==> config.mk <==
export PLATFORM = sky130hd
export DESIGN_NAME = wb_timer_flat
export DESIGN_NICKNAME = d
export VERILOG_FILES = /design/src/rtl/wb_timer_if.sv /design/src/rtl/wb_timer.sv /design/src/flat_wrapper.sv
export SDC_FILE = /design/constraint.sdc
export NUM_CORES = 1
export LEC_CHECK = 0
export CORE_MARGIN = 10
export CORE_UTILIZATION = 50
export CTS_BUF_LIST = sky130_fd_sc_hd__clkbuf_8
export DETAILED_ROUTE_END_ITERATION = 8
export PLACE_DENSITY = 0.7
export SYNTH_ARGS = -nofsm -noshare
export SYNTH_HDL_FRONTEND = slang
export SYNTH_SLANG_ARGS = --single-unit
==> constraint.sdc <==
create_clock -name clk -period 4.6 [get_ports clk]
set_clock_uncertainty 0.1 [all_clocks]
set_input_delay 0.69 -clock clk [delete_from_list [all_inputs] [get_ports clk]]
set_output_delay 0.69 -clock clk [all_outputs]
set_load 0.05 [all_outputs]
==> src/rtl/wb_timer_if.sv <==
// Wishbone-classic bus bundle for the wb_timer register block (8-bit data, 4-bit address).
interface wb_timer_if;
    logic       wb_cyc_i;
    logic       wb_stb_i;
    logic       wb_we_i;
    logic [3:0] wb_adr_i;
    logic [7:0] wb_dat_i;
    logic [7:0] wb_dat_o;
    logic       wb_ack_o;

    modport master (
        output wb_cyc_i, wb_stb_i, wb_we_i, wb_adr_i, wb_dat_i,
        input  wb_dat_o, wb_ack_o
    );

    modport slave (
        input  wb_cyc_i, wb_stb_i, wb_we_i, wb_adr_i, wb_dat_i,
        output wb_dat_o, wb_ack_o
    );
endinterface

==> src/rtl/wb_timer.sv <==
// Wishbone-classic 16-bit down-counter timer with 8-bit prescaler and level interrupt.
// Optional coherent high-byte read shadow: define WB_TIMER_SNAPSHOT_EN.
module wb_timer (
    input  logic      clk,
    input  logic      rst_n,
    wb_timer_if.slave bus,
    output logic      irq_o
);
    localparam logic [3:0] AdrCtrl   = 4'd0;
    localparam logic [3:0] AdrStatus = 4'd1;
    localparam logic [3:0] AdrPre    = 4'd2;
    localparam logic [3:0] AdrRldL   = 4'd3;
    localparam logic [3:0] AdrRldH   = 4'd4;
    localparam logic [3:0] AdrCntL   = 4'd5;
    localparam logic [3:0] AdrCntH   = 4'd6;

    logic        en_q, en_d, per_q, per_d, ie_q, ie_d, exp_q, exp_d;
    logic [7:0]  pre_q, pre_d, rld_l_q, rld_l_d, rld_h_q, rld_h_d;
    logic [7:0]  presc_q, presc_d;
    logic [15:0] count_q, count_d;
    logic        ack_q, ack_d;
    logic [7:0]  dat_q, dat_d;
    logic [7:0]  rdata;
    logic        req, wr, rd, tick, load, expire;
`ifdef WB_TIMER_SNAPSHOT_EN
    logic [7:0]  shadow_q, shadow_d;
`endif

    // A held strobe is masked while ack is high, so back-to-back accesses ack every 2nd cycle.
    assign req    = bus.wb_cyc_i & bus.wb_stb_i & ~ack_q;
    assign wr     = req & bus.wb_we_i;
    assign rd     = req & ~bus.wb_we_i;
    assign load   = wr & (bus.wb_adr_i == AdrRldH);
    assign tick   = en_q & (presc_q == 8'd0);
    // A same-cycle reload discards the tick, so no expiry either.
    assign expire = tick & (count_q == 16'd0) & ~load;

    always_comb begin
        rdata = 8'h00;
        case (bus.wb_adr_i)
            AdrCtrl:   rdata = {5'b0, ie_q, per_q, en_q};
            AdrStatus: rdata = {7'b0, exp_q};
            AdrPre:    rdata = pre_q;
            AdrRldL:   rdata = rld_l_q;
            AdrRldH:   rdata = rld_h_q;
            AdrCntL:   rdata = count_q[7:0];
`ifdef WB_TIMER_SNAPSHOT_EN
            AdrCntH:   rdata = shadow_q;
`else
            AdrCntH:   rdata = count_q[15:8];
`endif
            default:   rdata = 8'h00;
        endcase
    end

    always_comb begin
        en_d    = en_q;
        per_d   = per_q;
        ie_d    = ie_q;
        exp_d   = exp_q;
        pre_d   = pre_q;
        rld_l_d = rld_l_q;
        rld_h_d = rld_h_q;
        presc_d = presc_q;
        count_d = count_q;
        ack_d   = req;
        dat_d   = rd ? rdata : 8'h00;
`ifdef WB_TIMER_SNAPSHOT_EN
        shadow_d = (rd && bus.wb_adr_i == AdrCntL) ? count_q[15:8] : shadow_q;
`endif

        if (load) begin
            count_d = {bus.wb_dat_i, rld_l_q};
            presc_d = pre_q;
        end else if (en_q) begin
            presc_d = (presc_q == 8'd0) ? pre_q : presc_q - 8'd1;
            if (tick) begin
                if (count_q != 16'd0) begin
                    count_d = count_q - 16'd1;
                end else if (per_q) begin
                    count_d = {rld_h_q, rld_l_q};
                end else begin
                    en_d = 1'b0;
                end
            end
        end

        // Clear first so that a same-cycle expiry wins.
        if (wr && bus.wb_adr_i == AdrStatus && bus.wb_dat_i[0]) begin
            exp_d = 1'b0;
        end
        if (expire) begin
            exp_d = 1'b1;
        end

        if (wr) begin
            case (bus.wb_adr_i)
                AdrCtrl: begin
                    en_d  = bus.wb_dat_i[0];
                    per_d = bus.wb_dat_i[1];
                    ie_d  = bus.wb_dat_i[2];
                end
                AdrPre:  pre_d   = bus.wb_dat_i;
                AdrRldL: rld_l_d = bus.wb_dat_i;
                AdrRldH: rld_h_d = bus.wb_dat_i;
                default: ;
            endcase
        end
    end

    always_ff @(posedge clk or negedge rst_n) begin
        if (!rst_n) begin
            en_q    <= 1'b0;
            per_q   <= 1'b0;
            ie_q    <= 1'b0;
            exp_q   <= 1'b0;
            pre_q   <= 8'h00;
            rld_l_q <= 8'h00;
            rld_h_q <= 8'h00;
            presc_q <= 8'h00;
            count_q <= 16'h0000;
            ack_q   <= 1'b0;
            dat_q   <= 8'h00;
        end else begin
            en_q    <= en_d;
            per_q   <= per_d;
            ie_q    <= ie_d;
            exp_q   <= exp_d;
            pre_q   <= pre_d;
            rld_l_q <= rld_l_d;
            rld_h_q <= rld_h_d;
            presc_q <= presc_d;
            count_q <= count_d;
            ack_q   <= ack_d;
            dat_q   <= dat_d;
        end
    end

`ifdef WB_TIMER_SNAPSHOT_EN
    always_ff @(posedge clk or negedge rst_n) begin
        if (!rst_n) begin
            shadow_q <= 8'h00;
        end else begin
            shadow_q <= shadow_d;
        end
    end
`endif

    assign bus.wb_ack_o = ack_q;
    assign bus.wb_dat_o = dat_q;
    assign irq_o        = exp_q & ie_q;
endmodule

==> src/flat_wrapper.sv <==
// flat-port wrapper written by rule: the top's interface ports become plain ports
module wb_timer_flat 
  (clk, rst_n, irq_o, bus_wb_cyc_i, bus_wb_stb_i, bus_wb_we_i, bus_wb_adr_i, bus_wb_dat_i, bus_wb_dat_o, bus_wb_ack_o);
  wb_timer_if bus_i ();
  input  logic clk;
  input  logic rst_n;
  output logic irq_o;
  input wire logic [$bits(bus_i.wb_cyc_i)-1:0] bus_wb_cyc_i;
  input wire logic [$bits(bus_i.wb_stb_i)-1:0] bus_wb_stb_i;
  input wire logic [$bits(bus_i.wb_we_i)-1:0] bus_wb_we_i;
  input wire logic [$bits(bus_i.wb_adr_i)-1:0] bus_wb_adr_i;
  input wire logic [$bits(bus_i.wb_dat_i)-1:0] bus_wb_dat_i;
  output wire logic [$bits(bus_i.wb_dat_o)-1:0] bus_wb_dat_o;
  output wire logic [$bits(bus_i.wb_ack_o)-1:0] bus_wb_ack_o;
  assign bus_i.wb_cyc_i = bus_wb_cyc_i;
  assign bus_i.wb_stb_i = bus_wb_stb_i;
  assign bus_i.wb_we_i = bus_wb_we_i;
  assign bus_i.wb_adr_i = bus_wb_adr_i;
  assign bus_i.wb_dat_i = bus_wb_dat_i;
  assign bus_wb_dat_o = bus_i.wb_dat_o;
  assign bus_wb_ack_o = bus_i.wb_ack_o;
  wb_timer u_core (.clk(clk), .rst_n(rst_n), .bus(bus_i), .irq_o(irq_o));
endmodule
==> results of run 1 <==
-- metal layers --
layer  global-route usage [%]  part of all wire (%)
met1                     25.3                    44
met2                     29.1                    44
met3                     4.16                   8.3
met4                     11.1                   3.7
met5                        0                     0
-- Yosys cell counts (all sizes together) (2+ instances only) --
| cell | count |
|---|---|
| dfrtp | 61 |
| nor4 | 5 |
| clkbuf | 13 |
| nor2 | 18 |
| a22oi | 13 |
| o32a | 4 |
| nor2b | 2 |
| a221o | 3 |
| xor2 | 4 |
| a31oi | 8 |
| nor3 | 10 |
| and2 | 4 |
| mux2 | 19 |
| nor3b | 2 |
| a21oi | 34 |
| o22ai | 3 |
| nor4bb | 2 |
| o211ai | 3 |
| nand2 | 47 |
| a32oi | 2 |
| or3 | 3 |
| nand4 | 4 |
| ha | 4 |
| nand2b | 2 |
| a211o | 2 |
| and3 | 3 |
| o21ai | 16 |
| buf | 10 |
| a222oi | 5 |
| or4b | 2 |
| nor4b | 3 |
| inv | 8 |
| nand3b | 3 |
| nand4b | 2 |
| a211oi | 6 |
| or4 | 6 |
| nand3 | 11 |
-- flip-flops by register name, indices dropped and copies added, names as in the netlist --
name                 count
u_core.bus.wb_ack_o      1
u_core.bus.wb_dat_o      8
u_core.count_q          16
u_core.en_q              1
u_core.exp_q             1
u_core.ie_q              1
u_core.per_q             1
u_core.pre_q             8
u_core.presc_q           8
u_core.rld_h_q           8
u_core.rld_l_q           8
-- per-stage QoR --
step / hold WS, ps / setup slack, ps / std cells / utilization [%] / total power, mW
2_1_floorplan: 294 / 1970 / 360 / - / 0.988
3_3_place_gp: 366 / 1100 / 450 / 55.5 / 1.09
3_5_place_dp: 376 / 1020 / 450 / 55.5 / 1.11
4_1_cts: 387 / 1400 / 466 / 58.5 / 1.59
5_1_grt: 429 / 1190 / 466 / 58.5 / 1.68
6_report: 384 / 1340 / 466 / 58.5 / 1.59
-- final timing paths --
kind / startpoint / to / cells past startpoint
hold / removal: rst_n / u_core.rld_h_q[2]$_DFFE_PN0P_ / 2
max in group asynchronous: rst_n / u_core.en_q$_DFF_PN0_ / 2
setup / recovery: bus_wb_adr_i[0] / u_core.count_q[5]$_DFFE_PN0P_ / 7
hold reg to reg: u_core.bus.wb_ack_o$_DFF_PN0_ / u_core.bus.wb_ack_o$_DFF_PN0_ / 1
min in group clk: u_core.bus.wb_ack_o$_DFF_PN0_ / u_core.bus.wb_ack_o$_DFF_PN0_ / 1
setup reg to reg: u_core.count_q[0]$_DFFE_PN0P_ / u_core.count_q[6]$_DFFE_PN0P_ / 7
-- critical path, cell delays in order --
cell	delay, ps
clkdlybuf4s50_1	590
or4b_2	760
nor2_2	550
buf_4	320
nor2_1	110
a31oi_1	240
o32a_1	170
-- cell usage in the layout (no fill, tap or decap), types with 3 or more instances in the layout --
master           instances
dfrtp_1                 61
nand2_1                 46
a21oi_1                 33
clkdlybuf4s50_1         25
mux2_2                  19
nor2_1                  17
o21ai_0                 15
a22oi_1                 13
nand3_1                 11
nor3_1                  10
clkbuf_8                 9
inv_1                    8
a31oi_1                  8
buf_4                    7
a211oi_1                 6
a222oi_1                 5
and2_1                   4
nor4_1                   4
or4_1                    4
xor2_1                   4
nand4_1                  4
o32a_1                   4
ha_1                     4
and3_1                   3
or3_1                    3
nand3b_1                 3
a221o_1                  3
clkinv_4                 3
-- power groups by stage --
stage | clock, mW | sequential (mW) | combinational, mW
4_1_cts | 0.492 | 0.762 | 0.337
2_1_floorplan | 0 | 0.721 | 0.267
3_3_place_gp | 0 | 0.766 | 0.327
5_1_grt | 0.516 | 0.780 | 0.382
6_report | 0.484 | 0.767 | 0.340
3_5_place_dp | 0 | 0.772 | 0.336
-- area by class of cell --
cell class	instances	area, um^2
Multi-Input combinational cell	268	1760
Timing Repair Buffer	33	308
Clock buffer	9	124
Fill cell	561	2790
Clock inverter	7	76.3
Inverter	8	30.0
Sequential cell	61	1530
Tap cell	80	100
-- cell families after synthesis --
| logic type | synth area share [%] |
|---|---|
| adders and majority gates | 1.46 |
| and+or+nand+nor | 20.4 |
| xor gates and xnor gates | 1.28 |
| muxes | 6.23 |
| DFF | 44.5 |
| buffers and inverters | 4.41 |
| AOI/OAI and AO/OA | 21.8 |
==> run metrics, run 1 <==
synthesized flop and latch total=between 60 and 70; FMAX=0.307 GHz; final net count=roughly 400; htree depth=3; Layout area overhead=14.4%; Routability Congestion=0.928; final instance area=0.00393 mm^2; Die W=just over 100 um; Area contributors post-synth=dfrtp_1, mux2_2, nand2_1, a21oi_1, a22oi_1; crit path DAT=3450 ps; outcome=complete, no violations; core area=0.00672 mm^2; Net Sw Power=approximately 0.56 mW; Placement Rows=30; Clk pwr share=30.4%; Max-Cap Viols=0; combinational power share=21.4%; Worst setup SP type=primary input; RSZ-0062 raised after global routing=no; worst slew pin tran=1200 ps; Tmin final=3260 ps; ys async rst share=100%; I/O Pins=27; flop2flop setup slack=between 1000 and 1500 ps; setup tns final=0 ps; Routed Antenna Nets=0; later-pin clock latency in the skew report=360 ps; clk root buf=clkbuf_8; relative slew slack=a little under a fifth; CTS buffer count=9; CTS Buffer Depth=2; Cell Area, Placed=between 0.003 and 0.004 mm^2; DRT iter0 DRCs=268; post-cts repair resize count=0; number of flops mapped to enable cells by yosys=0; Crit. End Element=flip-flop; Synth Net Count=381; largest fanout on the critical path=13; router iterations before antenna repair=5; routed length per instance=20.5 um; power per cell area=just over 400 mW/mm^2; count of buffers from port buffering=26; Overall Global Routing Usage=between 15 and 20%; Synth Cell Area=around 0.0034 mm^2; Worst-path clk slew=~70 ps; Synth Flop Type=dfrtp_1; syn_area_per_cell=9.54 um^2; Post-Syn Instances=360; DPL Wire Length=between 6 and 7 mm; global route overflow=0; Vias per Instance=6.65; final hold violation count=0; DRC viols=0; Pleak=1.62 nW; synth unique cells=62; vias in the first global route=3,024; Total Wirelength=9.56 mm; total number of vias=3,101; Setup Buffers After CTS=0; internal power=1.03 mW; Hold Path Class=primary input to async pin; Seq/Total Area, Yosys=approximately 44%; Tcrit/Tclk final=70.8%; layout cells sized above 1=between 10% and 20%; cell taking the most area after synthesis=dfrtp_1; starting density of the core=about half; Die Height=slightly above 100 um; global-route wire length before repair=between 15 and 20 mm; Max VDD drop=207 uV; hold-fix buffer count after cts=0; CTS sink count=61; antenna violations before repair=0; Yosys top cell area share=44.5%; diode count=0; DIE AREA=0.0106 mm^2; number of max-slew violations in the final report=0; Ys Warns=0; critical path class=primary input to flip-flop; required time worst endpoint=4800 ps; switching power share of the total=between 30% and 40%; final setup vio count=0; Seq pwr share=48.2%; largest net degree at the start of global routing=62; CTS tree=built
(Power assumes the default switching activity.)
==> run 2, diff against run 1 <==
- clock period: 4.6 -> 3.1 ns (I/O delays scaled with it)
==> run metrics, run 2 (synthesized netlist as in run 1, its figures left out) <==
commonest cells after routing, fill and taps aside=dfrtp_1, nand2_1, a21oi_1 (unchanged); relative slew slack=46.2% (was 19.1%); max reg flops=16 (unchanged); FF-to-FF path depth=7 (unchanged); Routed Antenna Nets=0 (unchanged); Worst setup SP type=flip-flop (was primary input); diode count=0 (unchanged); met2 usage=30.6% (was 29.1%); met1 Use GR=26.6% (was 25.3%); Crit. End Element=flip-flop (unchanged); Vias per Instance=6.58 (was 6.65); Max VDD drop=326 uV (was 207 uV); layout cells sized above 1=17.2% (was 14.0%); htree depth=3 (unchanged); setup tns final=0 ps (unchanged); critical path class=flip-flop to flip-flop (was primary input to flip-flop); antenna violations before repair=0 (unchanged); Die W=103 um (unchanged); Critical Path Slowest Stage Cell=or4_1 (was or4b_2); Tmin final=approximately 2800 ps; Layout area overhead=17.7% (was 14.4%); worst slew pin tran=808 ps (was 1200 ps); pre-CTS WS=289 ps (was 1020 ps); Overall Global Routing Usage=19.8% (was 19.4%); RSZ-0062 raised after global routing=no (unchanged); final setup vio count=0 (unchanged); required time worst endpoint=3220 ps (was 4800 ps); grt met3 use=4.29% (was 4.16%); commonest non-fill, non-tap cell in the layout=dfrtp_1 (unchanged); largest fanout on the critical path=15 (was 13); Setup Buffers After CTS=0 (unchanged); DRC viols=0 (unchanged); count of buffers from port buffering=26 (unchanged); Cell Chain, Critical Path=inv_1 -> ha_1 -> or4b_1 -> or4_1 -> o22ai_4 -> nor2b_1 -> o22ai_1 (was clkdlybuf4s50_1 -> or4b_2 -> nor2_2 -> buf_4 -> nor2_1 -> a31oi_1 -> o32a_1); GRT Max-Usage Layer=met2 (unchanged); RR Endpoint=u_core.count_q[6]$_DFFE_PN0P_ (unchanged); power per cell area=593 mW/mm^2 (was 405 mW/mm^2); later-pin clock latency in the skew report=350 ps (was 360 ps); Routability Congestion=0.976 (was 0.928); Pleak=1.71 nW (was 1.62 nW); DRT iter0 DRCs=256 (was 268); global-route wire length before repair=16.2 mm (was 15.9 mm); clk root buf=clkbuf_8 (unchanged); CTS sink count=61 (unchanged); outcome=complete, no violations (unchanged); Worst Setup Slack, final=275 ps (was 1340 ps); DPL Wire Length=7.10 mm (was 6.70 mm); largest net degree at the start of global routing=31 (was 62); non-filler cells, final=481 (was 466); final hold violation count=0 (unchanged); max incr delay on CP=670 ps (was 760 ps); CTS Buffer Depth=2 (unchanged); Worst-path clk slew=80 ps (was 70 ps); I/O Pins=27 (unchanged); number of max-slew violations in the final report=0 (unchanged); dpl cells=465 (was 450); crit path DAT=2940 ps (was 3450 ps); post-cts repair resize count=0 (unchanged); CTS tree=built (unchanged); Die Height=103 um (unchanged); CTS buffer count=9 (unchanged); Most flops, register=u_core.count_q (unchanged); router iterations before antenna repair=5 (unchanged); Tcrit/Tclk final=91.1%; routed length per instance=20.7 um (was 20.5 um); FMAX=0.354 GHz; core area=0.00672 mm^2 (unchanged); flop2flop setup slack=270 ps (was 1370 ps); vias in the first global route=3,043 (was 3,024); reg2reg start=u_core.count_q[0]$_DFFE_PN0P_ (unchanged); Total Wirelength=9.95 mm (was 9.56 mm); final net count=417 (was 402); DIE AREA=0.0106 mm^2 (unchanged); Max-Cap Viols=0 (unchanged); global route overflow=0 (unchanged); Placement Rows=30 (unchanged); Hold Path Class=primary input to async pin (unchanged); hold-fix buffer count after cts=0 (unchanged); total number of vias=3,165 (was 3,101); filler cell count=563 (was 561); starting density of the core=51.1% (unchanged)
[run 2: critical path: cells and delay by family (launching register included)]
family                   cells  cell delay (ps)
AND/OR/NAND/NOR              3             1340
AO/OA/AOI/OAI                2              540
flip-flops                   1              430
adder cells (fa/ha/maj)      1              150
buffers and inverters        1              120
[run 2: metrics by stage]
| step | utilization, % | power (mW) | area, um^2 | hold slack [ps] |
|---|---|---|---|---|
| after floorplan | - | 1.47 | 3430 | 69.4 |
| after global placement | 57.2 | 1.64 | 3840 | 366 |
| after detailed placement | 57.2 | 1.67 | 3840 | 375 |
| after CTS | 60.1 | 2.38 | 4040 | 75.2 |
| after global routing | 60.1 | 2.52 | 4040 | 107 |
| final | 60.1 | 2.39 | 4040 | 47.7 |
[run 2: how the worst max path moves through the flow]
stage                                   from                            end  slack (ps)  cells past startpoint
2_1_floorplan                bus_wb_adr_i[3]  u_core.count_q[1]$_DFFE_PN0P_         700                      7
3_3_place_gp                 bus_wb_adr_i[0]  u_core.count_q[4]$_DFFE_PN0P_         360                      7
3_5_place_dp                 bus_wb_adr_i[0]  u_core.count_q[2]$_DFFE_PN0P_         290                      7
4_1_cts        u_core.count_q[0]$_DFFE_PN0P_  u_core.count_q[6]$_DFFE_PN0P_         300                      7
5_1_grt        u_core.count_q[0]$_DFFE_PN0P_  u_core.count_q[6]$_DFFE_PN0P_          80                      7
6_report       u_core.count_q[0]$_DFFE_PN0P_  u_core.count_q[6]$_DFFE_PN0P_         270                      7
[run 2: routing by layer]
metal	share of wire (%)	vias to the layer above
met1	44	1572
met3	7.5	12
met5	0	-
li1	-	1443
met4	1.6	0
met2	46	138
[run 2: area by class of cell]
cell class	count	area [um^2]	share of cell area, %
Clock buffer	10	138	3.41
Multi-Input combinational cell	268	1760	43.7
Inverter	8	30.0	0.743
Clock inverter	6	62.6	1.55
Timing Repair Buffer	48	420	10.4
Sequential cell	61	1530	37.8
Tap cell	80	100	2.48
[run 2: report_power, final]
part | switching, mW | internal, mW | total [mW]
clock network | 0.337 | 0.391 | 0.728
logic | 0.290 | 0.238 | 0.528
registers | 0.201 | 0.937 | 1.14
total | 0.828 | 1.57 | 2.39
==> run 3, diff against run 2 <==
- PLACE_DENSITY: 0.7 -> 0.73
- clock period: 3.1 -> 2.5 ns (I/O delays scaled with it)
==> run metrics, run 3 (synthesized netlist as in run 1, its figures left out) <==
commonest non-fill, non-tap cell in the layout=dfrtp_1 (unchanged); final hold violation count=0 (unchanged); relative slew slack=47.6% (was 46.2%); FMAX=0.411 GHz (was 0.354 GHz); CTS tree=built (unchanged); CTS buffer count=9 (unchanged); Placement Rows=30 (unchanged); Net Sw Power=1.10 mW (was 0.828 mW); Critical path origin=u_core.count_q[10]$_DFFE_PN0P_ (was u_core.count_q[0]$_DFFE_PN0P_); vias in the first global route=3,264 (was 3,043); outcome=complete, no violations (unchanged); Cell Chain, Critical Path=or4_4 -> or4_4 -> buf_6 -> a21oi_2 -> a211oi_1 -> a221o_1 (was inv_1 -> ha_1 -> or4b_1 -> or4_1 -> o22ai_4 -> nor2b_1 -> o22ai_1); CTS Buffer Depth=2 (unchanged); final net count=452 (was 417); Clk pwr share=29.0% (was 30.4%); combinational power share=28.6% (was 22.1%); Routed Antenna Nets=0 (unchanged); number of max-slew violations in the final report=0 (unchanged); largest fanout on the critical path=11 (was 15); starting density of the core=51.1% (unchanged); Hold Path Class=flip-flop to flip-flop (was primary input to async pin); global route overflow=0 (unchanged); Die W=103 um (unchanged); Critical Path Slowest Stage Cell=or4_4 (was or4_1); I/O Pins=27 (unchanged); final setup vio count=0 (unchanged); clk root buf=clkbuf_8 (unchanged); htree depth=3 (unchanged); required time worst endpoint=2640 ps (was 3220 ps); DIE AREA=0.0106 mm^2 (unchanged); crit path DAT=2570 ps (was 2940 ps); worst slew pin tran=786 ps (was 808 ps); non-filler cells, final=516 (was 481); DRC viols=0 (unchanged); antenna violations before repair=0 (unchanged); Max VDD drop=421 uV (was 326 uV); total number of vias=3,283 (was 3,165); Tcrit/Tclk final=97.2% (was 91.1%); Routability Congestion=0.927 (was 0.976); Layout area overhead=27.6% (was 17.7%); Seq pwr share=42.5% (was 47.5%); max reg flops=16 (unchanged); Final Core Density=65.2% (was 60.1%); Worst setup SP type=flip-flop (unchanged); power per cell area=717 mW/mm^2 (was 593 mW/mm^2); count of buffers from port buffering=26 (unchanged); DPL Wire Length=7.38 mm (was 7.10 mm); CTS sink count=61 (unchanged); flop2flop setup slack=70 ps (was 270 ps); Pleak=1.91 nW (was 1.71 nW); largest net degree at the start of global routing=62 (was 31); total power=3.14 mW (was 2.39 mW); core area=0.00672 mm^2 (unchanged); Overall Global Routing Usage=20.6% (was 19.8%); Crit. End Element=flip-flop (unchanged); global-route wire length before repair=17.0 mm (was 16.2 mm); RSZ-0062 raised after global routing=no (unchanged); Vias per Instance=6.36 (was 6.58); max incr delay on CP=600 ps (was 670 ps); diode count=0 (unchanged); router iterations before antenna repair=6 (was 5); delay-heaviest family, CP=simple AND/OR/NAND/NOR gates (unchanged); internal power=2.04 mW (was 1.57 mW); commonest cells after routing, fill and taps aside=dfrtp_1, buf_4, nand2_1 (was dfrtp_1, nand2_1, a21oi_1); Worst-path clk slew=80 ps (about the same); FF-to-FF path depth=6 (was 7); Max-Cap Viols=0 (unchanged); Die Height=103 um (unchanged); CP Depth=6 (was 7); Most flops, register=u_core.count_q (unchanged); reg2reg start=u_core.count_q[10]$_DFFE_PN0P_ (was u_core.count_q[0]$_DFFE_PN0P_); Tmin final=2430 ps (was 2830 ps); Worst Setup Slack, final=69.6 ps (was 275 ps); Total Wirelength=10.5 mm (was 9.95 mm); layout cells sized above 1=24.8% (was 17.2%); switching power share of the total=35.1% (was 34.6%); Bufs and invs on worst path=1 (unchanged); critical path class=flip-flop to flip-flop (unchanged); later-pin clock latency in the skew report=350 ps (about the same); RR Endpoint=u_core.count_q[8]$_DFFE_PN0P_ (was u_core.count_q[6]$_DFFE_PN0P_); crit-path most repeated cell=or4_4; DRT iter0 DRCs=257 (was 256); routed length per instance=20.4 um (was 20.7 um); Worst Setup EP=u_core.count_q[8]$_DFFE_PN0P_ (was u_core.count_q[6]$_DFFE_PN0P_); pre-CTS WS=-84.2 ps (was 289 ps); dpl cells=496 (was 465)
[run 3: changes by cell type in the layout (fill, tap and decap cells not counted), sizes merged]
cell         before  now
dlygate4sd3       0    1
clkbuf           10    9
inv               8    9
buf              23   57
[run 3: worst min path at each step]
| stage | depth (start not counted) | endpoint | start | slack, ps |
|---|---|---|---|---|
| 2_1_floorplan | 0 | u_core.bus.wb_ack_o$_DFF_PN0_ | rst_n | -20 |
| 3_3_place_gp | 2 | u_core.bus.wb_dat_o[1]$_DFF_PN0_ | rst_n | 310 |
| 3_5_place_dp | 2 | u_core.bus.wb_dat_o[1]$_DFF_PN0_ | rst_n | 310 |
| 4_1_cts | 1 | u_core.bus.wb_ack_o$_DFF_PN0_ | u_core.bus.wb_ack_o$_DFF_PN0_ | 400 |
| 5_1_grt | 1 | u_core.bus.wb_ack_o$_DFF_PN0_ | u_core.bus.wb_ack_o$_DFF_PN0_ | 440 |
| 6_report | 1 | u_core.bus.wb_ack_o$_DFF_PN0_ | u_core.bus.wb_ack_o$_DFF_PN0_ | 390 |
[run 3: repair_timing]
action                     CTS  global route
buffers inserted             1             2
hold endpoints to repair    61             0
pin swaps                    0             1
setup endpoints to repair    5             8
gates resized for setup      3             5
hold buffers                 1             0
[run 3: metal layers]
| layer | part of all wire, % | vias to the layer above | track usage, % | wire (um) |
|---|---|---|---|---|
| met2 | 46 | 145 | 32.2 | 4870 |
| met3 | 6.9 | 23 | 4.76 | 728 |
| met1 | 45 | 1611 | 27.6 | 4700 |
| met5 | 0 | - | 0 | 0 |
| li1 | - | 1504 | - | - |
| met4 | 2.3 | 0 | 6.31 | 239 |
[run 3: worst reg2reg max path: cells and delay by family, from the launching register on]
kind | cells | cell delay [ps]
AO/OA/AOI/OAI | 3 | 480
AND/OR/NAND/NOR | 2 | 1180
buffers and inverters | 1 | 180
flip-flops | 1 | 390
[run 3: final cells by class]
cell class	instances	area, um^2
clock buffer	9	124
clock inverter	7	75.1
fill	552	2340
inverter	8	30.0
multi-input combinational	268	1800
sequential	61	1530
tap	80	100
timing repair buffer	83	731
[run 3: per-stage QoR]
step | hold WS, ps | cell area, um^2 | setup TNS (ps)
CTS | 395 | 4340 | 0
global route | 441 | 4380 | 0
floorplan | -20.6 | 3430 | 0
finish | 390 | 4380 | 0
detailed placement | 310 | 4100 | -663
global placement | 307 | 4100 | -139
[run 3: power groups by stage]
stage          combinational, mW  sequential, mW  clock, mW
6_report                   0.898            1.33      0.910
5_1_grt                    0.988            1.36      0.962
4_1_cts                    0.875            1.33      0.922
3_5_place_dp               0.863            1.34          0
3_3_place_gp               0.834            1.33          0
2_1_floorplan              0.491            1.33          0
